===== config.mk =====
export PLATFORM = sky130hd
export DESIGN_NAME = pc_fetch_unit
export DESIGN_NICKNAME = d
export VERILOG_FILES = /design/src/rtl/pc_fetch_unit_pkg.sv /design/src/rtl/pc_fetch_unit_fetch_fifo.sv /design/src/rtl/pc_fetch_unit.sv
export SDC_FILE = /design/constraint.sdc
export NUM_CORES = 1
export LEC_CHECK = 0
export BUFFER_PORTS_ARGS = -buffer_cell sky130_fd_sc_hd__buf_4
export CORE_MARGIN = 2
export CORE_UTILIZATION = 55
export CTS_CLUSTER_SIZE = 25
export DETAILED_ROUTE_END_ITERATION = 7
export PLACE_DENSITY = 0.8
export SYNTH_ARGS = -nofsm -noshare
export SYNTH_HDL_FRONTEND = slang
export SYNTH_SLANG_ARGS = --single-unit

===== constraint.sdc =====
create_clock -name clk -period 5.4 [get_ports clk]
set_clock_uncertainty 0.2 [all_clocks]
set_input_delay 1.62 -clock clk [delete_from_list [all_inputs] [get_ports clk]]
set_output_delay 1.62 -clock clk [all_outputs]
set_load 0.01 [all_outputs]

===== src/rtl/pc_fetch_unit_pkg.sv =====
// Shared definitions for the instruction-fetch front end: default widths,
// reset PC and the fetch/drain state encoding.
package pc_fetch_unit_pkg;

    localparam int          XLEN     = 32;
    localparam logic [31:0] RESET_PC = 32'h0000_0000;
    localparam int          INSTR_W  = 32;

    typedef enum logic {
        FETCH = 1'b0,
        DRAIN = 1'b1
    } fetch_state_t;

endpackage


===== src/rtl/pc_fetch_unit_fetch_fifo.sv =====
// Synchronous FIFO holding {pc, instr} pairs between the memory response
// side and decode. Flush empties it in one cycle and overrides push/pop.
module fetch_fifo #(
    parameter int WIDTH = 64,
    parameter int DEPTH = 2
) (
    input  logic                       clk,
    input  logic                       rst,
    input  logic                       push,
    input  logic [WIDTH-1:0]           push_data,
    input  logic                       pop,
    input  logic                       flush,
    output logic [WIDTH-1:0]           pop_data,
    output logic                       full,
    output logic                       empty,
    output logic [$clog2(DEPTH):0]     count
);

    localparam int AW = $clog2(DEPTH);
    localparam int CW = AW + 1;

    logic [WIDTH-1:0] r_mem [DEPTH];
    logic [AW-1:0]    r_wr_ptr;
    logic [AW-1:0]    r_rd_ptr;
    logic [CW-1:0]    r_count;

    logic w_push;
    logic w_pop;

    assign full     = (r_count == CW'(DEPTH));
    assign empty    = (r_count == '0);
    assign count    = r_count;
    assign pop_data = r_mem[r_rd_ptr];

    // A push into a full FIFO is legal only when the head leaves the same cycle.
    assign w_push = push && (!full || pop);
    assign w_pop  = pop && !empty;

    // NOTE: all sequential state uses non-blocking assignments so every
    // register samples pre-edge values regardless of statement order.
    always_ff @(posedge clk or posedge rst) begin
        if (rst) begin
            r_wr_ptr <= '0;
            r_rd_ptr <= '0;
            r_count  <= '0;
        end else if (flush) begin
            r_wr_ptr <= '0;
            r_rd_ptr <= '0;
            r_count  <= '0;
        end else begin
            if (w_push) r_wr_ptr <= r_wr_ptr + AW'(1);
            if (w_pop)  r_rd_ptr <= r_rd_ptr + AW'(1);
            r_count <= r_count + CW'(w_push) - CW'(w_pop);
        end
    end

    // NOTE: the storage array is deliberately not reset; occupancy is tracked
    // by the pointers, so stale contents are never observed.
    always_ff @(posedge clk) begin
        if (w_push && !flush) r_mem[r_wr_ptr] <= push_data;
    end

endmodule


===== src/rtl/pc_fetch_unit.sv =====
// Fetch PC sequencing, imem request/response handling and decode handoff,
// with redirect flush and stale-response dropping. Optional FETCH_BYPASS_EN.
module pc_fetch_unit #(
    parameter int              XLEN       = pc_fetch_unit_pkg::XLEN,
    parameter logic [XLEN-1:0] RESET_PC   = XLEN'(pc_fetch_unit_pkg::RESET_PC),
    parameter int              FIFO_DEPTH = 2
) (
    input  logic                                 clk,
    input  logic                                 rst,
    input  logic                                 redirect_valid,
    input  logic [XLEN-1:0]                      redirect_pc,
    output logic                                 imem_req_valid,
    input  logic                                 imem_req_ready,
    output logic [XLEN-1:0]                      imem_req_addr,
    input  logic                                 imem_rsp_valid,
    input  logic [pc_fetch_unit_pkg::INSTR_W-1:0] imem_rsp_data,
    output logic                                 if_valid,
    input  logic                                 if_ready,
    output logic [XLEN-1:0]                      if_pc,
    output logic [pc_fetch_unit_pkg::INSTR_W-1:0] if_instr,
    output logic [XLEN-1:0]                      if_pc_plus4
);

    import pc_fetch_unit_pkg::*;

    localparam int CW = $clog2(FIFO_DEPTH) + 1;

    typedef struct packed {
        logic [XLEN-1:0]    pc;
        logic [INSTR_W-1:0] instr;
    } fetch_entry_t;

    logic [XLEN-1:0] r_pc;
    logic [XLEN-1:0] r_rsp_pc;
    logic [CW-1:0]   r_outstanding;
    logic [CW-1:0]   r_drop_cnt;
    fetch_state_t    r_state;

    logic [CW:0]     w_inflight;
    logic [CW-1:0]   w_out_after_rsp;
    logic [CW-1:0]   w_count;
    logic [XLEN-1:0] w_redirect_pc;
    logic            w_req_fire;
    logic            w_rsp_accept;
    logic            w_buf_valid;
    logic            w_bypass;
    logic            w_fifo_push;
    logic            w_fifo_pop;
    logic            w_empty;
    logic            w_full;
    fetch_entry_t    w_head;
    fetch_entry_t    w_push_entry;
    fetch_entry_t    w_if_entry;

    // Outstanding plus buffered never exceeds the buffer size, so every
    // accepted response is guaranteed a slot.
    assign w_inflight     = {1'b0, r_outstanding} + {1'b0, w_count};
    assign imem_req_valid = !rst && !redirect_valid && (w_inflight < (CW+1)'(FIFO_DEPTH));
    assign imem_req_addr  = r_pc;
    assign w_req_fire     = imem_req_valid && imem_req_ready;

    assign w_out_after_rsp = r_outstanding - CW'(imem_rsp_valid);
    assign w_rsp_accept    = imem_rsp_valid && (r_drop_cnt == '0) && !redirect_valid;
    assign w_redirect_pc   = {redirect_pc[XLEN-1:2], 2'b00};

`ifdef FETCH_BYPASS_EN
    assign w_bypass = !rst && w_empty && (r_state == FETCH) && imem_rsp_valid;
`else
    assign w_bypass = 1'b0;
`endif

    assign w_buf_valid  = !w_empty && (r_state == FETCH);
    assign w_push_entry = '{pc: r_rsp_pc, instr: imem_rsp_data};
    assign w_if_entry   = w_buf_valid ? w_head : (w_bypass ? w_push_entry : '0);

    assign if_valid    = w_buf_valid || w_bypass;
    assign if_pc       = w_if_entry.pc;
    assign if_instr    = w_if_entry.instr;
    assign if_pc_plus4 = if_pc + XLEN'(4);

    assign w_fifo_pop  = w_buf_valid && if_ready;
    assign w_fifo_push = w_rsp_accept && !(w_bypass && if_ready);

    fetch_fifo #(
        .WIDTH (XLEN + INSTR_W),
        .DEPTH (FIFO_DEPTH)
    ) u_fetch_fifo (
        .clk       (clk),
        .rst       (rst),
        .push      (w_fifo_push),
        .push_data (w_push_entry),
        .pop       (w_fifo_pop),
        .flush     (redirect_valid),
        .pop_data  (w_head),
        .full      (w_full),
        .empty     (w_empty),
        .count     (w_count)
    );

    always_ff @(posedge clk or posedge rst) begin
        if (rst) begin
            r_pc          <= RESET_PC;
            r_rsp_pc      <= RESET_PC;
            r_outstanding <= '0;
            r_drop_cnt    <= '0;
            r_state       <= FETCH;
        end else begin
            r_outstanding <= w_out_after_rsp + CW'(w_req_fire);
            if (redirect_valid) begin
                // Everything still in flight belongs to the old path.
                r_pc       <= w_redirect_pc;
                r_rsp_pc   <= w_redirect_pc;
                r_drop_cnt <= w_out_after_rsp;
                r_state    <= (w_out_after_rsp != '0) ? DRAIN : FETCH;
            end else begin
                if (w_req_fire)   r_pc     <= r_pc + XLEN'(4);
                if (w_rsp_accept) r_rsp_pc <= r_rsp_pc + XLEN'(4);
                if (imem_rsp_valid && (r_drop_cnt != '0)) begin
                    r_drop_cnt <= r_drop_cnt - CW'(1);
                    if (r_drop_cnt == CW'(1)) r_state <= FETCH;
                end
            end
        end
    end

    always_ff @(posedge clk) begin
        if (!rst) assert (redirect_valid || !(w_fifo_push && w_full && !w_fifo_pop));
    end

endmodule


=== Word level (Yosys, flattened, before mapping) ===
Memories as Yosys holds them, arrays and structs flattened.
Index checks and enable logic that the tools add are counted.

* Memory bits (read-only): 0
* Memory bits (writable): 128
* Memories: 1
* Register bits after elaboration: 73
* Logic and storage cells: 69
* Latch bits: 0
* Input bits: 70
* Output and inout bits: 130

{| class="wikitable"
|+ Memory list
! memory !! depth !! width !! rd ports !! clocked after memory_dff !! wr ports !! line !! source
|-
| u_fetch_fifo.r_mem || 2 || 64 || 1 || 0 || 1 || pc_fetch_unit_fetch_fifo.sv:22 || <nowiki>logic [WIDTH-1:0] r_mem [DEPTH];</nowiki>
|}

* $mul: 0
* Shift-type cells: 0
* Add/subtract/negate cells: 11
* Div/mod/pow operators: 0
* Bitwise gates (word level): 1
* Reduce and logical (&&, ||, !) cells: 27
* Eq/ne operators: 2
* $lt $le $gt $ge: 1
* Muxes and demuxes: 18

{| class="wikitable"
|+ Operators with widths
! cell !! number
|-
| 32-bit 2-to-1 mux || 4
|-
| 32-bit by 3-bit adder with 32-bit output, second input constant || 3
|-
| 64-bit 2-to-1 mux || 1
|-
| 2-bit nonzero test || 8
|-
| 1-bit logical AND || 11
|-
| 1-bit 2-to-1 mux || 10
|-
| 2-bit 2-to-1 mux || 3
|-
| 2-bit by 1-bit adder with 2-bit output || 2
|-
| 1-bit zero test || 4
|-
| 2-bit zero test || 2
|-
| 2-bit by 1-bit subtractor with 2-bit output || 2
|-
| 2-bit by 2-bit adder with 3-bit output || 1
|-
| 3-bit by 2-bit < comparator with 1-bit output, second input constant || 1
|-
| 1-bit adder, second input constant || 2
|-
| 2-bit by 1-bit == test with 1-bit output, second input constant || 1
|-
| 2-bit == test, second input constant || 1
|-
| 2-bit AND reduction || 1
|-
| 2-bit by 1-bit subtractor with 2-bit output, second input constant || 1
|-
| 1-bit logical OR || 1
|-
| 1-bit NOT || 1
|}

=== Depth between registers and ports, before layout ===
Gate-level depths: netlist of run 1.

* Depth in word-level cells: 9
* Gate-level depth with buffers: 13
* Gate-level depth less buffers: 10

=== Hierarchy ===
From an unflattened synthesis of run 1, not the netlist that was laid out.

* Cell total of the unflattened synthesis: 804
* Area total of the unflattened synthesis: 9811.9 sq um

{| class="wikitable"
|+ By module, submodules not included
! module !! sequential area each (sq um) !! cells an instance !! area an instance (sq um) !! times used
|-
| fetch_fifo || 3943.8 || 223 || 5074.9 || 1
|-
| pc_fetch_unit || 1626.6 || 581 || 4737.0 || 1
|}

=== Worst setup path after synthesis of run 1 ===
Ideal clock, no wire load.

* Path type: input -> register
* From: input if_ready
* To: memory u_fetch_fifo.r_mem[0][0], enable pin
* Library setup time: 0.491 ns
* Required time: 4.709 ns
* Path slack: -0.232 ns
* Cell stages on the path: 3
* Buffers on the path: 0
* Arrival: 4.942 ns
* Path through: nand2_1 a311oi_1 nor2b_1

* Cells in the longest elaborated chain, start to end: 6

{| class="wikitable"
|+ RTL lines
! element !! line !! source
|-
| from (decl) || pc_fetch_unit.sv:18 || <nowiki>input logic if_ready,</nowiki>
|-
| 1-bit logical AND || pc_fetch_unit.sv:81 || <nowiki>assign w_fifo_pop = w_buf_valid && if_ready;</nowiki>
|-
| 1-bit logical OR || pc_fetch_unit_fetch_fifo.sv:36 || <nowiki>assign w_push = push && (!full || pop);</nowiki>
|-
| 1-bit logical AND || pc_fetch_unit_fetch_fifo.sv:36 ||
|-
| 1-bit logical AND || pc_fetch_unit_fetch_fifo.sv:60 || <nowiki>if (w_push && !flush) r_mem[r_wr_ptr] <= push_data;</nowiki>
|-
| 1-bit 2-to-1 mux || pc_fetch_unit_fetch_fifo.sv:60 ||
|-
| 1-bit 2-to-1 mux (implied by the code) || pc_fetch_unit_fetch_fifo.sv:60 ||
|-
| to (decl) || pc_fetch_unit_fetch_fifo.sv:22 ||
|}

Every way passes these cells.

=== Worst setup path after layout of run 1 ===
* From: register u_fetch_fifo.r_rd_ptr
* To: output if_pc_plus4[31]

* Cells in the longest elaborated chain, start to end: 3

{| class="wikitable"
|+ RTL lines
! element !! line !! source
|-
| from (decl) || pc_fetch_unit_fetch_fifo.sv:24 || <nowiki>logic [AW-1:0] r_rd_ptr;</nowiki>
|-
| from (signal assigned) || pc_fetch_unit_fetch_fifo.sv:52 || <nowiki>if (w_pop) r_rd_ptr <= r_rd_ptr + AW'(1);</nowiki>
|-
| memory read 2 x 64 bit || n/a ||
|-
| 64-bit 2-to-1 mux || pc_fetch_unit.sv:74 || <nowiki>assign w_if_entry = w_buf_valid ? w_head : (w_bypass ? w_push_entry : '0);</nowiki>
|-
| 32-bit by 3-bit adder with 32-bit output || pc_fetch_unit.sv:79 || <nowiki>assign if_pc_plus4 = if_pc + XLEN'(4);</nowiki>
|-
| to (decl) || pc_fetch_unit.sv:21 || <nowiki>output logic [XLEN-1:0] if_pc_plus4</nowiki>
|}

Every way passes these cells.

==> results of run 1 <==
-- per-layer routing --
layer | routed length, um | vias up
met5 | 0 | -
met4 | 452 | 0
met3 | 1683 | 38
met2 | 10060 | 283
met1 | 9649 | 3404
li1 | - | 3293
-- stage by stage --
| stage | total power, uW | hold slack (ps) | utilization | std cells |
|---|---|---|---|---|
| finish | 3802 | 310.2 | 0.6871 | 1220 |
| global route | 3972 | 317.4 | 0.6871 | 1220 |
| CTS | 3825 | 309.8 | 0.6871 | 1220 |
| detailed placement | 2595 | 295.1 | 0.6531 | 1188 |
| global placement | 2570 | 271.0 | 0.6531 | 1188 |
| floorplan | 2305 | 242.0 | - | 803 |
-- cells by family after synthesis --
logic type      Yosys count  synth area share
compound gates           73           0.05441
xor+xnor                 69           0.06287
fa+ha+maj                10           0.01380
buf+inv                  70           0.03580
flops                   193            0.5670
mux                      90           0.09711
other cells               1         0.0003901
simple gates            292            0.1686
-- how the worst max path moves through the flow --
stage,slack [ps],start,endpoint
2_1_floorplan,550,u_fetch_fifo.r_rd_ptr,if_pc_plus4[10]
3_3_place_gp,860,u_fetch_fifo.r_rd_ptr,if_pc_plus4[18]
3_5_place_dp,790,u_fetch_fifo.r_rd_ptr,if_pc_plus4[31]
4_1_cts,340,u_fetch_fifo.r_rd_ptr,if_pc_plus4[31]
5_1_grt,180,u_fetch_fifo.r_rd_ptr,if_pc_plus4[18]
6_report,360,u_fetch_fifo.r_rd_ptr,if_pc_plus4[31]
-- cell type report --
class	count	area [um2]	share of cell area
Clock buffer	17	425.4	0.03604
Clock inverter	15	158.9	0.01346
Inverter	27	101.3	0.008587
Multi-Input combinational cell	540	3845	0.3258
Sequential cell	193	5454	0.4621
Tap cell	225	281.5	0.02385
Timing Repair Buffer	203	1536	0.1302
-- flip-flops by register name, indices dropped and copies added, names as in the netlist --
register               count
imem_req_addr             30
u_fetch_fifo.r_wr_ptr      1
r_outstanding              2
u_fetch_fifo.r_mem       124
u_fetch_fifo.count         2
r_rsp_pc                  30
r_state                    1
u_fetch_fifo.r_rd_ptr      1
r_drop_cnt                 2
-- power breakdown --
part           internal (uW)  leakage (uW)  switching, uW
Clock                    658      0.000286            577
Sequential              1740       0.00194            127
Combinational            317       0.00246            386
Total                   2710       0.00469           1090
-- critical path, stage by stage, from the launching register on --
cell and delay, ps:
dfrtp_4 680, buf_4 340, mux2i_1 220, nor4_4 520, nand3_2 260, nor4_1 390
xor2_1 220, buf_4 150
-- synthesized netlist by cell type, types with 14 or more instances --
cell type / number
nand2_1: 55
nand4_1: 24
mux2i_1: 64
o21ai_0: 22
nor3_1: 15
dfrtp_1: 69
inv_1: 27
nor4_1: 14
xor2_1: 39
nand3_1: 38
mux2_2: 26
xnor2_1: 30
edfxtp_1: 124
nor2_1: 83
==> metrics, run 1 <==
Initial Util 0.5596; Max clock buf depth 2; commonest non-fill, non-tap cells in the layout buf_4 (202), edfxtp_1 (124), nor2_1 (83); GR Layer Usage met2 0.3735; Post CTS Setup Buffer Count 0; number of nets with antenna violations after routing 0; fmax 198.3 MHz; Die Wd 136.2 um; routed vias/inst 5.752; Total GRT Usage 0.2422; Final WS setup 358.0 ps; detailed placement HPWL 15,710 um; vias 7,018; global route hottest layer met2; die area 18,550 um2; Residual DRC 0; CTS tree built; pwr dens 322.2 nW/um2; arrival time worst endpoint 3220 ps; CTS Root Cell clkbuf_16; first-pass GRT wire length 34,310 um; DP Area 11,220 um2; setup TNS 0 ps; static leakage 0.004692 uW; hold buffers post-CTS 0; Routability Congestion 0.8896; First DRT Iteration DRCs 456; antenna cell count 0; Post-Synthesis Cells 798; final hold vios 0; Peak VDD IR 0.0002564 V; fraction of layout cells with a size suffix above 1 0.2905; Syn. warnings 0; GR Overflow Total 0; hold depth 0; Avg Cell Area, Syn 12.04 um2; vias in the first global route 6,559; port buffer count 191; met1 capacity usage during global routing 0.3421; synthesized area 9612 um2; CTS sink cnt 193; status complete, no violations; PostCTS Resize Cnt 0; ys async rst share 0.3575; I/O pins 200; worst hold endpoint u_fetch_fifo.r_mem[1][57]; total CTS buffers 17; ys flop type edfxtp_1; minimum clock period 5042 ps; worst hold start r_rsp_pc[25]; Slew HR 0.2713; Critical Setup Path Class flip-flop to output port; htree depth 4; Worst setup SP type flip-flop; r2r worst-path depth 7; Worst-Margin Slew 1093 ps; worst skew pair latency 440 ps; CP Max Fanout 27; most common cell after layout, fill and taps aside buf_4; RR Endpoint u_fetch_fifo.r_mem[1][25]; pin count of the biggest net entering global routing 58; Final Max Slew Viols 0; post-synthesis sequential area ratio 0.5670; post-place setup slack 791.2 ps; Hold Crit Class flip-flop to flip-flop; EDFF count, synth 124; flop2flop setup slack 2150 ps; Reg clk slew, reported paths 70 ps; Core ar. 17,180 um2; Reg2Reg Launch Point u_fetch_fifo.count[1]; antenna violations before repair 0; met3 Use GR 0.05220; WP data required 3580 ps; drt pass-1 iters 5; # fillers 1,295; max cap viols 0; num rows 48; final period utilization 0.9337; Die H 136.2 um; largest area contributor in the netlist edfxtp_1; final instance area 11,800 um2; RSZ-0062 raised after global routing false; synth top area cells edfxtp_1 (39%), dfrtp_1 (18%), mux2i_1 (6.7%), xor2_1 (3.6%), nor2_1 (3.2%); Avg WL per Cell 17.91 um; area delta synth->final 22.79%; Synth cell types 65; Seq cells post-synth 193; Crit. End Element output port; final WL 21,850 um; Yosys top cell area share 0.3874; final net count 1,062; Final setup viols 0
No activity file was read; power rests on OpenSTA's default activity.
==> run 2, diff against run 1 <==
--- a/config.mk
+++ b/config.mk
@@ -6,7 +6,7 @@
 export NUM_CORES = 1
 export LEC_CHECK = 0
 export BUFFER_PORTS_ARGS = -buffer_cell sky130_fd_sc_hd__buf_4
-export CORE_MARGIN = 2
+export CORE_ASPECT_RATIO = 1.5
 export CORE_UTILIZATION = 55
 export CTS_CLUSTER_SIZE = 25
 export DETAILED_ROUTE_END_ITERATION = 7
==> constraint.sdc (replaced) <==
create_clock -name clk -period 4.9 [get_ports clk]
set_clock_uncertainty 0.2 [all_clocks]
set_input_delay 1.47 -clock clk [delete_from_list [all_inputs] [get_ports clk]]
set_output_delay 1.47 -clock clk [all_outputs]
set_load 0.01 [all_outputs]
==> run 2 against run 1 <==
  * Sequential cell count stayed put
  * Sequential share of layout area is 0.30 points lower
  * Largest cell class unchanged
  * Via count increased by 0.50%
  * Critical endpoint is now if_pc_plus4[22]
  * Hold slack lost 9.2 ps
==> metrics, run 2 (same netlist as run 1, synthesis figures left out) <==
Initial Util 0.5684 (+0.008861); final WL 22,520 um (+3.1%); max cap viols 0 (unchanged); Crit. End Element output port; arrival time worst endpoint 2990 ps (-230 ps); final period utilization 0.9510; Reg2Reg Launch Point u_fetch_fifo.count[0]; Worst-Margin Slew 1048 ps (-45.40 ps); final instance area 11,880 um2 (+0.66%); WP data required 3230 ps (-350 ps); Worst setup SP type flip-flop; Slowest cell on crit path dfrtp_4; Max clock buf depth 2 (unchanged); Clock power frac 0.321 (-0.004); cell mode on critical path buf_4; CP bufs+invs 5 (+3); final hold vios 0 (unchanged); Final setup viols 0 (unchanged); number of nets with antenna violations after routing 0 (unchanged); detailed placement HPWL 16,270 um (+3.5%); Core ar. 16,910 um2 (-1.6%); pin count of the biggest net entering global routing 54 (-6.9%); Int Pwr 2959 uW (+9.1%); multi-input logic area 3860 um2 (+0.39%); Reg clk slew, reported paths 70 ps (about the same); static leakage 0.004746 uW (+1.2%); First DRT Iteration DRCs 435 (-4.6%); htree depth 4 (unchanged); Residual DRC 0 (unchanged); RSZ-0062 raised after global routing false; Hold Crit Class flip-flop to flip-flop; DP Area 11,260 um2 (+0.39%); CP Max Fanout 20 (-26%); Sw Ratio 0.2944 (+0.007620); Cells after DPL 1,178 (-0.84%); crit path from u_fetch_fifo.r_rd_ptr; # fillers 1,211 (-6.5%); fraction of layout cells with a size suffix above 1 0.2947 (+0.004253); CTS sink cnt 193 (unchanged); Final Max Slew Viols 0 (unchanged); routed vias/inst 5.824 (+1.2%); Die H 163.9 um (+20%); antenna violations before repair 0 (unchanged); Avg WL per Cell 18.60 um (+3.8%); Peak VDD IR 0.0002318 V (-9.6%); worst skew pair latency 430 ps (about the same); I/O pins 200 (unchanged); first-pass GRT wire length 35,220 um (+2.6%); max reg flops 124 (unchanged); final cell count without fillers 1,211 (-0.74%); Reg power frac 0.489 (about the same); setup TNS 0 ps (unchanged); Routability Congestion 0.8910 (+0.16%); P_sw 1234 uW (+13%); worst path cell trace mux2_2 -> nand2_1 -> inv_1 -> ha_1 -> inv_1 -> nor4_4 -> buf_4 -> nand3b_2 -> buf_4 -> nor3_1 -> xor2_1 -> buf_4; slowest stage delay, CP 600 ps (-80 ps); num rows 58 (+21%); port buffer count 191 (unchanged); pwr dens 353.0 nW/um2 (+9.6%); vias in the first global route 6,862 (+4.6%); status complete, no violations; Crit path max-delay family buffers and inverters; worst hold start r_rsp_pc[31]; die area 18,020 um2 (-2.9%); Logic pwr share 0.190 (+0.005); total CTS buffers 17 (unchanged); sequential cell area 5454 um2 (unchanged); hold buffers post-CTS 0 (unchanged); minimum clock period 4660 ps; CTS Root Cell clkbuf_16; area delta synth->final 23.60%; antenna cell count 0 (unchanged); drt pass-1 iters 5 (unchanged); Most flops, register u_fetch_fifo.r_mem; Total GRT Usage 0.2569 (+0.01465); fmax 214.6 MHz; commonest non-fill, non-tap cells in the layout buf_4 (205), edfxtp_1 (124), nor2_1 (83); final net count 1,068 (+0.56%); Slew HR 0.3016 (+0.03026); GR Overflow Total 0 (unchanged); Die Wd 109.9 um (-19%); vias 7,053 (+0.50%); CTS tree built; Critical Setup Path Class flip-flop to output port; most common cell after layout, fill and taps aside buf_4
==> run 2: metal layers <==
metal,global-route usage,vias up,part of all wire,wire length [um]
met3,0.04444,54,0.062,1386
li1,-,3294,-,-
met5,0,-,0,0
met2,0.4597,278,0.53,12050
met1,0.2988,3427,0.37,8389
met4,0.1061,0,0.031,698
==> run 2: worst register-to-register path, delay by kind of cell (launching register included) <==
kind / cells / cell delay [ps]
flops: 1 / 400
buf+inv: 3 / 770
fa+ha+maj: 1 / 480
xor+xnor: 1 / 170
simple gates: 4 / 800
mux: 1 / 260
==> run 2: final timing paths <==
kind | slack, ps | end | depth (start not counted)
max | 240 | if_pc_plus4[22] | 12
min | 300 | u_fetch_fifo.r_mem[0][63] | 0
min reg2reg | 300 | u_fetch_fifo.r_mem[0][63] | 0
max reg2reg | 1710 | imem_req_addr[16] | 10
max in group asynchronous | 2660 | r_rsp_pc[16] | 3
min in group asynchronous | 1050 | r_drop_cnt[1] | 2
==> run 2: power groups by stage <==
stage                     clock network [uW]  logic, uW  registers (uW)
after floorplan                            0        483            2060
after global placement                     0        770            2070
after detailed placement                   0        793            2080
after CTS                               1360        800            2050
after global routing                    1430        877            2070
final                                   1350        796            2050
==> run 2: stage by stage <==
stage / hold WS (ps) / power, uW / worst slack, ps / utilization
3_3_place_gp: 267.3 / 2838 / 560.6 / 0.6661
4_1_cts: 301.8 / 4210 / 62.50 / 0.7011
6_report: 301.0 / 4193 / 240.3 / 0.7026
5_1_grt: 319.8 / 4374 / 74.37 / 0.7026
2_1_floorplan: 242.0 / 2540 / 200.5 / -
3_5_place_dp: 281.3 / 2872 / 527.4 / 0.6661
==> run 2: cell type report <==
| cell class | count | share of cell area |
|---|---|---|
| inverters | 27 | 0.008531 |
| multi-input cells | 540 | 0.3249 |
| clock buffers | 17 | 0.03581 |
| repair buffers | 209 | 0.1355 |
| clock inverters | 15 | 0.01401 |
| flip-flops and latches | 193 | 0.4591 |
| well taps | 210 | 0.02212 |
==> run 2: repair_timing <==
| action | in CTS | in global routing |
|---|---|---|
| hold endpoints to repair | 0 | 0 |
| resized for setup | 0 | 3 |
| buffers inserted | 0 | 1 |
| endpoints found under the setup margin | 0 | 16 |
